$ cat config.mk
export PLATFORM = sky130hd
export DESIGN_NAME = apb_cmd_requester
export DESIGN_NICKNAME = d
export VERILOG_FILES = /design/src/rtl/apb_pkg.sv /design/src/rtl/apb_cmd_requester.sv
export SDC_FILE = /design/constraint.sdc
export NUM_CORES = 1
export LEC_CHECK = 0
export BUFFER_PORTS_ARGS = -buffer_cell sky130_fd_sc_hd__buf_4
export CAP_MARGIN = 20
export CORE_ASPECT_RATIO = 0.8
export CORE_MARGIN = 2
export CORE_UTILIZATION = 50
export CTS_CLUSTER_SIZE = 20
export DETAILED_ROUTE_END_ITERATION = 10
export HOLD_SLACK_MARGIN = 0.03
export PLACE_DENSITY = 0.9
export SLEW_MARGIN = 40
export SYNTH_ARGS = -nofsm -noshare
export SYNTH_HDL_FRONTEND = slang
export SYNTH_SLANG_ARGS = --single-unit
$ cat constraint.sdc
create_clock -name clk -period 2.8 [get_ports clk]
set_input_delay 0.7 -clock clk [delete_from_list [all_inputs] [get_ports clk]]
set_output_delay 0.7 -clock clk [all_outputs]
set_load 0.05 [all_outputs]
$ cat src/rtl/apb_pkg.sv
// apb_pkg: shared APB requester types
package apb_pkg;
  localparam int APB_ADDR_W = 32;
  localparam int APB_DATA_W = 32;
  localparam int APB_STRB_W = APB_DATA_W / 8;
  typedef enum logic [1:0] {IDLE, SETUP, ACCESS, RESP} apb_req_state_e;
  typedef struct packed {
    logic                  write;
    logic [APB_ADDR_W-1:0] addr;
    logic [APB_DATA_W-1:0] wdata;
    logic [APB_STRB_W-1:0] strb;
    logic [2:0]            prot;
  } apb_cmd_t;
  typedef struct packed {
    logic [APB_DATA_W-1:0] rdata;
    logic                  err;
    logic                  timeout;
  } apb_rsp_t;
endpackage

$ cat src/rtl/apb_cmd_requester.sv
// apb_cmd_requester: valid/ready command stream to single APB transfers with timeout
module apb_cmd_requester
  import apb_pkg::*;
#(
  parameter int ADDR_WIDTH     = 32,
  parameter int DATA_WIDTH     = 32,
  parameter int STRB_WIDTH     = DATA_WIDTH / 8,
  parameter int TIMEOUT_CYCLES = 16
) (
  input  logic                  clk,
  input  logic                  reset,
  input  logic                  cmd_valid,
  output logic                  cmd_ready,
  input  logic                  cmd_write,
  input  logic [ADDR_WIDTH-1:0] cmd_addr,
  input  logic [DATA_WIDTH-1:0] cmd_wdata,
  input  logic [STRB_WIDTH-1:0] cmd_strb,
  input  logic [2:0]            cmd_prot,
  output logic                  rsp_valid,
  input  logic                  rsp_ready,
  output logic [DATA_WIDTH-1:0] rsp_rdata,
  output logic                  rsp_err,
  output logic                  rsp_timeout,
  output logic                  psel,
  output logic                  penable,
  output logic                  pwrite,
  output logic [ADDR_WIDTH-1:0] paddr,
  output logic [DATA_WIDTH-1:0] pwdata,
  output logic [STRB_WIDTH-1:0] pstrb,
  output logic [2:0]            pprot,
  input  logic                  pready,
  input  logic                  pslverr,
  input  logic [DATA_WIDTH-1:0] prdata
);
  localparam int CW = TIMEOUT_CYCLES > 0 ? $clog2(TIMEOUT_CYCLES + 1) : 1;
  localparam logic [CW-1:0] CNT_LAST = CW'(TIMEOUT_CYCLES > 0 ? TIMEOUT_CYCLES - 1 : 0);
  localparam logic [ADDR_WIDTH-1:0] ALIGN_MASK = ADDR_WIDTH'(STRB_WIDTH - 1);
  localparam bit TO_EN = TIMEOUT_CYCLES > 0;
  apb_req_state_e state_q;
  logic [CW-1:0] cnt_q;
  logic misaligned;
  assign misaligned = |(cmd_addr & ALIGN_MASK);
  // Request FSM; every output is a register updated on the transition that defines it
  always_ff @(posedge clk) begin
    if (reset) begin
      state_q     <= IDLE;
      cnt_q       <= '0;
      cmd_ready   <= 1'b0;
      rsp_valid   <= 1'b0;
      rsp_rdata   <= '0;
      rsp_err     <= 1'b0;
      rsp_timeout <= 1'b0;
      psel        <= 1'b0;
      penable     <= 1'b0;
      pwrite      <= 1'b0;
      paddr       <= '0;
      pwdata      <= '0;
      pstrb       <= '0;
      pprot       <= '0;
    end else begin
      case (state_q)
        IDLE: begin
          cmd_ready <= 1'b1;
          if (cmd_valid && cmd_ready) begin
            cmd_ready <= 1'b0;
            if (misaligned) begin
              state_q     <= RESP;
              rsp_valid   <= 1'b1;
              rsp_err     <= 1'b1;
              rsp_timeout <= 1'b0;
              rsp_rdata   <= '0;
            end else begin
              state_q <= SETUP;
              cnt_q   <= '0;
              psel    <= 1'b1;
              pwrite  <= cmd_write;
              paddr   <= cmd_addr;
              pprot   <= cmd_prot;
              pwdata  <= cmd_write ? cmd_wdata : '0;
              pstrb   <= cmd_write ? cmd_strb : '0;
            end
          end
        end
        SETUP: begin
          state_q <= ACCESS;
          penable <= 1'b1;
        end
        ACCESS: begin
          if (pready) begin
            state_q     <= RESP;
            psel        <= 1'b0;
            penable     <= 1'b0;
            rsp_valid   <= 1'b1;
            rsp_err     <= pslverr;
            rsp_timeout <= 1'b0;
            rsp_rdata   <= (pwrite || pslverr) ? '0 : prdata;
          end else if (TO_EN && cnt_q == CNT_LAST) begin
            state_q     <= RESP;
            psel        <= 1'b0;
            penable     <= 1'b0;
            rsp_valid   <= 1'b1;
            rsp_err     <= 1'b1;
            rsp_timeout <= 1'b1;
            rsp_rdata   <= '0;
          end else begin
            cnt_q <= cnt_q + CW'(cnt_q != {CW{1'b1}});
          end
        end
        RESP: begin
          if (rsp_ready) begin
            state_q     <= IDLE;
            cmd_ready   <= 1'b1;
            rsp_valid   <= 1'b0;
            rsp_err     <= 1'b0;
            rsp_timeout <= 1'b0;
            rsp_rdata   <= '0;
          end
        end
        default: state_q <= IDLE;
      endcase
    end
  end
endmodule

Word-level counts from Yosys, hierarchy flattened. Cells that the tools add are included.

Register bits: 117. Input bits: 110.

Equality and inequality tests: 12. Add/sub/neg operators: 1. Reduce and logical (&&, ||, !) cells: 15. Bitwise logic cells: 1. Mux-type cells: 41.

Operators by type and width (number): 32-bit two-way mux (7); 32-bit one-hot mux with 3 select lines (1); 5-bit two-way mux (4); 1-bit two-way mux (15); 2-bit != test, second input constant (6); 2-bit two-way mux (5); 5-bit one-hot mux with 2 select lines (1); 5-bit AND reduction (2); 1-bit one-hot mux with 3 select lines (3); 2-bit one-hot mux with 4 select lines (1); 1-bit one-hot mux with 2 select lines (3); 3-bit AND reduction (2); 2-bit nonzero test (3); 5-bit by 1-bit adder with 5-bit output (1); 5-bit by 4-bit == test with 1-bit output, second input constant (1); 5-bit != test, second input constant (1); 2-bit == test, second input constant (2); 4-bit two-way mux (1); 2-bit AND reduction (2); 4-bit AND reduction (1); 3-bit != test, second input constant (1); 3-bit nonzero test (1); 2-bit by 1-bit == test with 1-bit output, second input constant (1); 2-bit zero test (1); 4 further kinds (4).

Depth between registers and ports, before layout. Gate-level depths: netlist (run 1).

Depth in word-level cells: 5. Gate-level depth with buffers: 8.

Worst setup path before layout (run 1). No wires, ideal clock.

Path type: reg2reg. Start: register cmd_ready. End: register rsp_rdata[0]. Arrival time: 1.643 ns. Cell stages (with the launch flop): 6. Setup time: 0.120 ns. Buffers on the path: 1. Slack: 1.037 ns. Required time: 2.680 ns. Cells stage by stage: dfxtp_1 o211ai_2 a211oi_4 nand2_4 buf_6 mux2i_1.

Cells in the longest elaborated chain, start to end: 3.

Ends and longest elaborated chain: start, declared (line apb_cmd_requester.sv:13) `output logic cmd_ready,`; start signal, assigned (line apb_cmd_requester.sv:48) `cmd_ready <= 1'b0;`; start signal, assigned (line apb_cmd_requester.sv:63) `cmd_ready <= 1'b1;`; start signal, assigned (line apb_cmd_requester.sv:65) `cmd_ready <= 1'b0;`; 1-bit logical AND (line apb_cmd_requester.sv:64) `if (cmd_valid && cmd_ready) begin`; 2-bit != test (no source line); 5-bit AND reduction (no source line); end signal, assigned (line apb_cmd_requester.sv:96) `rsp_rdata <= (pwrite || pslverr) ? '0 : prdata;`; end, declared (line apb_cmd_requester.sv:21) `output logic [DATA_WIDTH-1:0] rsp_rdata,`.

Every way passes these cells. A chain may end at the register's enable or synchronous reset.

Worst setup path after layout (run 1).
Start: register state_q[0]. End: register rsp_rdata[17].

Cells in the longest elaborated chain, start to end: 3. Elaborated cells on any way between the ends: 10. Classes of those cells: 6 x eq/ne; 1 x mux; 3 x reduce/logical.

Ends and longest elaborated chain: start, declared (line apb_cmd_requester.sv:39) `apb_req_state_e state_q;`; start signal, assigned (line apb_cmd_requester.sv:46) `state_q <= IDLE;`; start signal, assigned (line apb_cmd_requester.sv:67) `state_q <= RESP;`; start signal, assigned (line apb_cmd_requester.sv:73) `state_q <= SETUP;`; 2-bit == test or 2-bit zero test (tied branches) (line apb_cmd_requester.sv:61) `case (state_q)`; 3-bit != test (no source line), or another cell as far along; 5-bit AND reduction (no source line).

Several ways; a longest one is shown, not always the timed one.

==> impl_metrics.ini, run 1 <==
[logic_synthesis]
synth-seq-cells = 117
yosysTopAreaCellShare = 0.508
yosys.area.top_type = dfxtp_1
syn_inst = 546
yosysSeqAreaShare = 0.508
synth_area_leaders = dfxtp_1 51%, nand2_1 14%, a21oi_1 8.6%
synth_area_per_cell_um2 = 8.44
ys_warn_count = 0
syn_nets = 662
synth_cell_types = 40
syn-cell-area_um2 = 4610

[sta]
fmaxAchievable_ghz = 0.471
final_hold_viol_count = 0
min_period_ns = 2.12
maxSlewHeadroom = 0.619
rsz0062_at_grt = no
drv_slew = 0
finalCritPeriodShare = 0.759
finalSetupViolations = 0
final.setup_skew_ns = 0.0104
fin_setup_tns_ns = 0
worst_pin_slew_ns = 0.571

[setup_path]
cp_num_buf_inv = 2
critical_path.max_fanout = 33
startpoint_type = flip-flop
cpPeakStageDelay_ns = 0.44
cp.arrival_ns = 2.44
cpMaxStageDelayCell = nand2_4
cp_common_cell = inv_1
crit_required_ns = 3.12
end_kind = flip-flop
cp_top_family = simple AND/OR/NAND/NOR gates
path_cells = inv_1 > ha_1 > inv_1 > a211o_4 > nand2_4 > mux2i_1
reg2reg_setup_slack_ns = 0.68
startpoint = state_q[0]$_SDFFE_PP0P_
reg2reg_depth = 6
critPathKind = reg2reg
rr_endpoint = rsp_rdata[17]$_SDFFE_PP0P_
r2r-start = state_q[0]$_SDFFE_PP0P_

[grt]
first_global_vias = 4541
grt_pass1_wl_um = 21500
met3_usage = 0.0931
grt_util_met2 = 0.456
grt_usage = 0.262
grt_overflow = 0
top_usage_layer = met2
antenna_found_initial = 0
grt_use_met1 = 0.292
grt_max_degree = 72

[clock_tree]
cts_buffer_depth = 2
cts_setup_buffers = 0
post_cts_resize_count = 0
cts_sinks = 117
cts_tree = built
cts.clk_slew.worst_paths_ns = 0.06
clockRootBuffer = clkbuf_16
cts_made_buffers = 17
htree_levels = 4
cts.hold.buffers_added = 0
clk_latency_ns = 0.40

[floorplan]
fp-row-count = 31
ios = 220
fp.dieW_um = 111
initial_core_util = 0.512
dieHeight_um = 89.9
die_area_um2 = 10000
core_um2 = 9000

[min_path]
min_from = paddr[9]$_SDFFE_PP0P_
holdPathEnd = paddr[9]$_SDFFE_PP0P_
hold_class = reg2reg
holdPathStages = 2

[drt]
drc_errors = 0
routed_wirelength_um = 13500
drtAntennaViolNets = 0
vias = 4674
vias_per_cell = 5.31
firstDrtPassIters = 5
route.detailed.wl_per_inst_um = 15.3
drtIter0Drc = 210

[flow_run]
maxCapViolCount = 0

[final_layout]
drive_gt1_frac = 0.344
syn_to_final_growth_pct = 48.8
diodes = 0
fin_cells = 880
nNetsFinal = 868

[placed_design]
place_inst = 848
hpwl_um = 9330
globalplace.congestion = 0.880
port-buffer-count = 219

[outcome]
status = finished, final reports clean

[power_and_ir_drop]
vdd_drop_max_mv = 0.678
p_per_area_nw_per_um2 = 747
p_leak_nw = 3.03
[cells in the mapped netlist, drive strengths merged]
master,number
nor4b,1
a22o,2
a211o,3
a31oi,2
o31ai,2
clkbuf,18
nand2b,2
ha,6
nand3,39
a311oi,1
dfxtp,117
buf,20
nand2,179
a211oi,1
mux2i,34
a41o,1
nor3b,2
and2,1
o21ai,5
o22ai,1
nor2b,2
nor2,6
inv,7
a21boi,2
and3,3
o211ai,2
a21oi,79
or2,1
or4,1
nor3,1
and4,2
a21o,1
o21a,2
[tightest hold or removal path, stage by stage, from the launching register on]
cell	delay (ns)
dfxtp_1	0.30
nand2_1	0.05
a21oi_1	0.05
[metrics by stage]
step	setup WS (ns)	util	hold WS (ns)	power (W)	area [um2]
after floorplan	1.04	-	0.461	0.00269	4610
after global placement	0.789	0.697	0.439	0.00297	6270
after detailed placement	0.696	0.697	0.446	0.00300	6270
after CTS	0.709	0.762	0.453	0.00514	6860
after global routing	0.548	0.762	0.471	0.00531	6860
final	0.676	0.762	0.452	0.00513	6860
[placed cells by master (no fill, tap or decap), types with 2 or more instances in the layout]
cell        Yosys  routed
a211o_1         2       2
a21boi_1        2       2
a21oi_1        79      79
a22o_1          2       2
a31oi_1         2       2
and3_1          3       3
buf_4           0     224
bufinv_16       0       3
clkbuf_1       18       4
clkbuf_16       0      17
clkinv_2        0       5
clkinvlp_4      0       2
dfxtp_1       117     117
ha_1            6       6
inv_1           7       7
mux2i_1        34      34
nand2_1       178     177
nand3_1        39      39
nor2_1          5       5
nor2b_1         2       2
nor3b_1         2       2
o21a_1          2       2
o21ai_0         5       5
o31ai_1         2       2
[worst max-delay path by stage]
stage                                 end  slack, ns  cells after the start
2_1_floorplan   rsp_rdata[0]$_SDFFE_PP0P_       1.04                      5
3_3_place_gp   rsp_rdata[27]$_SDFFE_PP0P_       0.79                      5
3_5_place_dp   rsp_rdata[16]$_SDFFE_PP0P_       0.70                      6
4_1_cts        rsp_rdata[17]$_SDFFE_PP0P_       0.71                      6
5_1_grt        rsp_rdata[17]$_SDFFE_PP0P_       0.55                      6
6_report       rsp_rdata[17]$_SDFFE_PP0P_       0.68                      6
[metal layers]
layer | wire length, um | vias up
met3 | 1020 | 31
met4 | 369 | 0
met5 | 0 | -
met1 | 5240 | 2214
met2 | 6820 | 187
li1 | - | 2242
[flip-flops by register name, summed over array words and instances, names as in the netlist]
name and flops:
rsp_timeout 1, cmd_ready 1, cnt_q 5, state_q 2
pprot 3, rsp_rdata 32, pwdata 32, paddr 32
rsp_err 1, pstrb 4, penable 1, psel 1
pwrite 1, rsp_valid 1
[final cells by class]
cell class | instances | area [um2]
sequential | 117 | 2340
inverter | 7 | 26.3
multi-input combinational | 384 | 2060
fill | 641 | 2140
tap | 115 | 144
clock inverter | 10 | 130
timing repair buffer | 225 | 1700
clock buffer | 22 | 454
[power by group]
| part | internal (W) | switching (W) |
|---|---|---|
| clock network | 0.00141 | 0.000725 |
| logic | 0.000447 | 0.000729 |
| registers | 0.00175 | 0.0000594 |
[logic make-up after synthesis]
kind of cell	share of synthesized area
DFF	0.508
buffers and inverters	0.0462
adders and majority gates	0.0163
muxes	0.0739
and+or+nand+nor	0.225
AOI/OAI and AO/OA	0.131
Power figures use the tool's default switching activity.
==> inputs of run 2 (changes only) <==
- CORE_UTILIZATION: 50 -> 46
- PLACE_DENSITY: 0.9 -> 0.85
- clock period: 2.8 -> 2.2 ns (I/O delays scaled with it)
==> impl_metrics.ini, run 2 (synthesis results as in run 1) <==
[sta]
worst_pin_slew_ns = 0.704
maxSlewHeadroom = 0.531
fin_setup_tns_ns = 0
fmaxAchievable_ghz = 0.510
min_period_ns = 1.96
finalSetupViolations = 0
final_hold_viol_count = 0
rsz0062_at_grt = no
finalCritPeriodShare = 0.891
drv_slew = 0
final.setup_skew_ns = 0.0114

[drt]
routed_wirelength_um = 13400
vias_per_cell = 5.08
drtIter0Drc = 308
vias = 4575
drc_errors = 0
drtAntennaViolNets = 0
firstDrtPassIters = 4
route.detailed.wl_per_inst_um = 14.9

[setup_path]
r2r-start = state_q[0]$_SDFFE_PP0P_
cp_common_cell = inv_1
rr_endpoint = rsp_rdata[2]$_SDFFE_PP0P_
path_cells = inv_1 > ha_1 > inv_1 > a211o_4 > nand2_4 > buf_12 > mux2i_1
cp_top_family = buffers and inverters
cpPeakStageDelay_ns = 0.35
critPathKind = reg2reg
cp.arrival_ns = 2.27
end_kind = flip-flop
reg2reg_setup_slack_ns = 0.24
reg2reg_depth = 7
startpoint_type = flip-flop
cpMaxStageDelayCell = a211o_4
critical_path.max_fanout = 33
crit_required_ns = 2.51
cp_num_buf_inv = 3

[clock_tree]
cts_sinks = 117
clockRootBuffer = clkbuf_16
cts.clk_slew.worst_paths_ns = 0.06
htree_levels = 4
cts_made_buffers = 17
post_cts_resize_count = 0
clk_latency_ns = 0.40
cts_tree = built
cts.hold.buffers_added = 0
cts_buffer_depth = 2
cts_setup_buffers = 0

[grt]
antenna_found_initial = 0
grt_max_degree = 72
grt_overflow = 0
grt_usage = 0.244
first_global_vias = 4463
grt_pass1_wl_um = 20500

[placed_design]
port-buffer-count = 219
place_inst = 870
hpwl_um = 9350
globalplace.congestion = 0.821

[final_layout]
nNetsFinal = 869
utilization = 0.722
syn_to_final_growth_pct = 51.8
final_common_cell = buf_4
layout_common_cells = 221 x buf_4, 177 x nand2_1, 117 x dfxtp_1
multi_input_area_um2 = 2060
diodes = 0
top_regs = paddr (32), pwdata (32), rsp_rdata (32)
n_fill_cell = 754
seq_area_um2 = 2340
fin_cells = 901
drive_gt1_frac = 0.346

[floorplan]
fp-row-count = 32
ios = 220
fp.dieW_um = 116
die_area_um2 = 10800
core_um2 = 9690
initial_core_util = 0.476
dieHeight_um = 93.5

[power_and_ir_drop]
p_per_area_nw_per_um2 = 975
power.switching_w = 0.00193
clkPwrFrac = 0.438
combPwrFrac = 0.225
seq_power_share = 0.337
p_leak_nw = 3.08
vdd_drop_max_mv = 0.553
cell_internal_pwr_w = 0.00489
switching_share = 0.283

[outcome]
status = finished, final reports clean

[min_path]
holdPathStages = 3
hold_class = in2reg
min_from = cmd_addr[18]
holdPathEnd = paddr[18]$_SDFFE_PP0P_

[flow_run]
maxCapViolCount = 0
run 2: cell types whose count changed in the layout (fill, tap and decap cells not counted), sizes merged:
cell | previous run | this run
clkbuf | 22 | 21
clkinv | 5 | 4
bufinv | 3 | 5
clkinvlp | 2 | 1
buf | 225 | 226
run 2: cell type report:
cell class              count  share of cell area
flip-flops and latches    117               0.335
multi-input cells         384               0.295
repair buffers            226               0.251
clock buffers              21              0.0658
clock inverters            10              0.0254
well taps                 136              0.0243
inverters                   7             0.00376
run 2: power by group through the flow:
stage | sequential, W | clock [W] | combinational (W)
final | 0.00230 | 0.00299 | 0.00153
after global routing | 0.00231 | 0.00311 | 0.00163
after CTS | 0.00230 | 0.00302 | 0.00153
after detailed placement | 0.00234 | 0 | 0.00152
after global placement | 0.00233 | 0 | 0.00150
after floorplan | 0.00264 | 0 | 0.000789
run 2: per-layer routing:
metal  GRT usage  vias up  part of all wire
met2       0.441      155              0.53
li1            -     2239                 -
met5           0        -                 0
met4       0.115        0             0.022
met1       0.258     2157              0.38
met3      0.0765       24             0.070
run 2: through the flow:
step                      hold WS (ns)  cell area [um2]  setup slack (ns)  total power, W
after global placement           0.439             6360             0.404         0.00383
after CTS                        0.375             7000             0.233         0.00685
after global routing             0.386             7000             0.121         0.00705
final                            0.390             7000             0.240         0.00682
after detailed placement         0.447             6360             0.317         0.00386
after floorplan                  0.461             4610             0.437         0.00343
run 2: tightest hold or removal path, cell delays in order:
cell and delay [ns]:
buf_4 0.11, nand2_1 0.04, a21oi_1 0.05
run 2: worst max path at each step:
| stage | start | endpoint | slack [ns] | depth (start not counted) |
|---|---|---|---|---|
| floorplan | cmd_ready$_SDFFE_PP0P_ | rsp_rdata[0]$_SDFFE_PP0P_ | 0.44 | 5 |
| global placement | state_q[0]$_SDFFE_PP0P_ | rsp_rdata[24]$_SDFFE_PP0P_ | 0.40 | 7 |
| detailed placement | state_q[0]$_SDFFE_PP0P_ | rsp_rdata[16]$_SDFFE_PP0P_ | 0.32 | 7 |
| CTS | state_q[0]$_SDFFE_PP0P_ | rsp_rdata[2]$_SDFFE_PP0P_ | 0.23 | 7 |
| global route | state_q[0]$_SDFFE_PP0P_ | rsp_rdata[2]$_SDFFE_PP0P_ | 0.12 | 7 |
| finish | state_q[0]$_SDFFE_PP0P_ | rsp_rdata[2]$_SDFFE_PP0P_ | 0.24 | 7 |
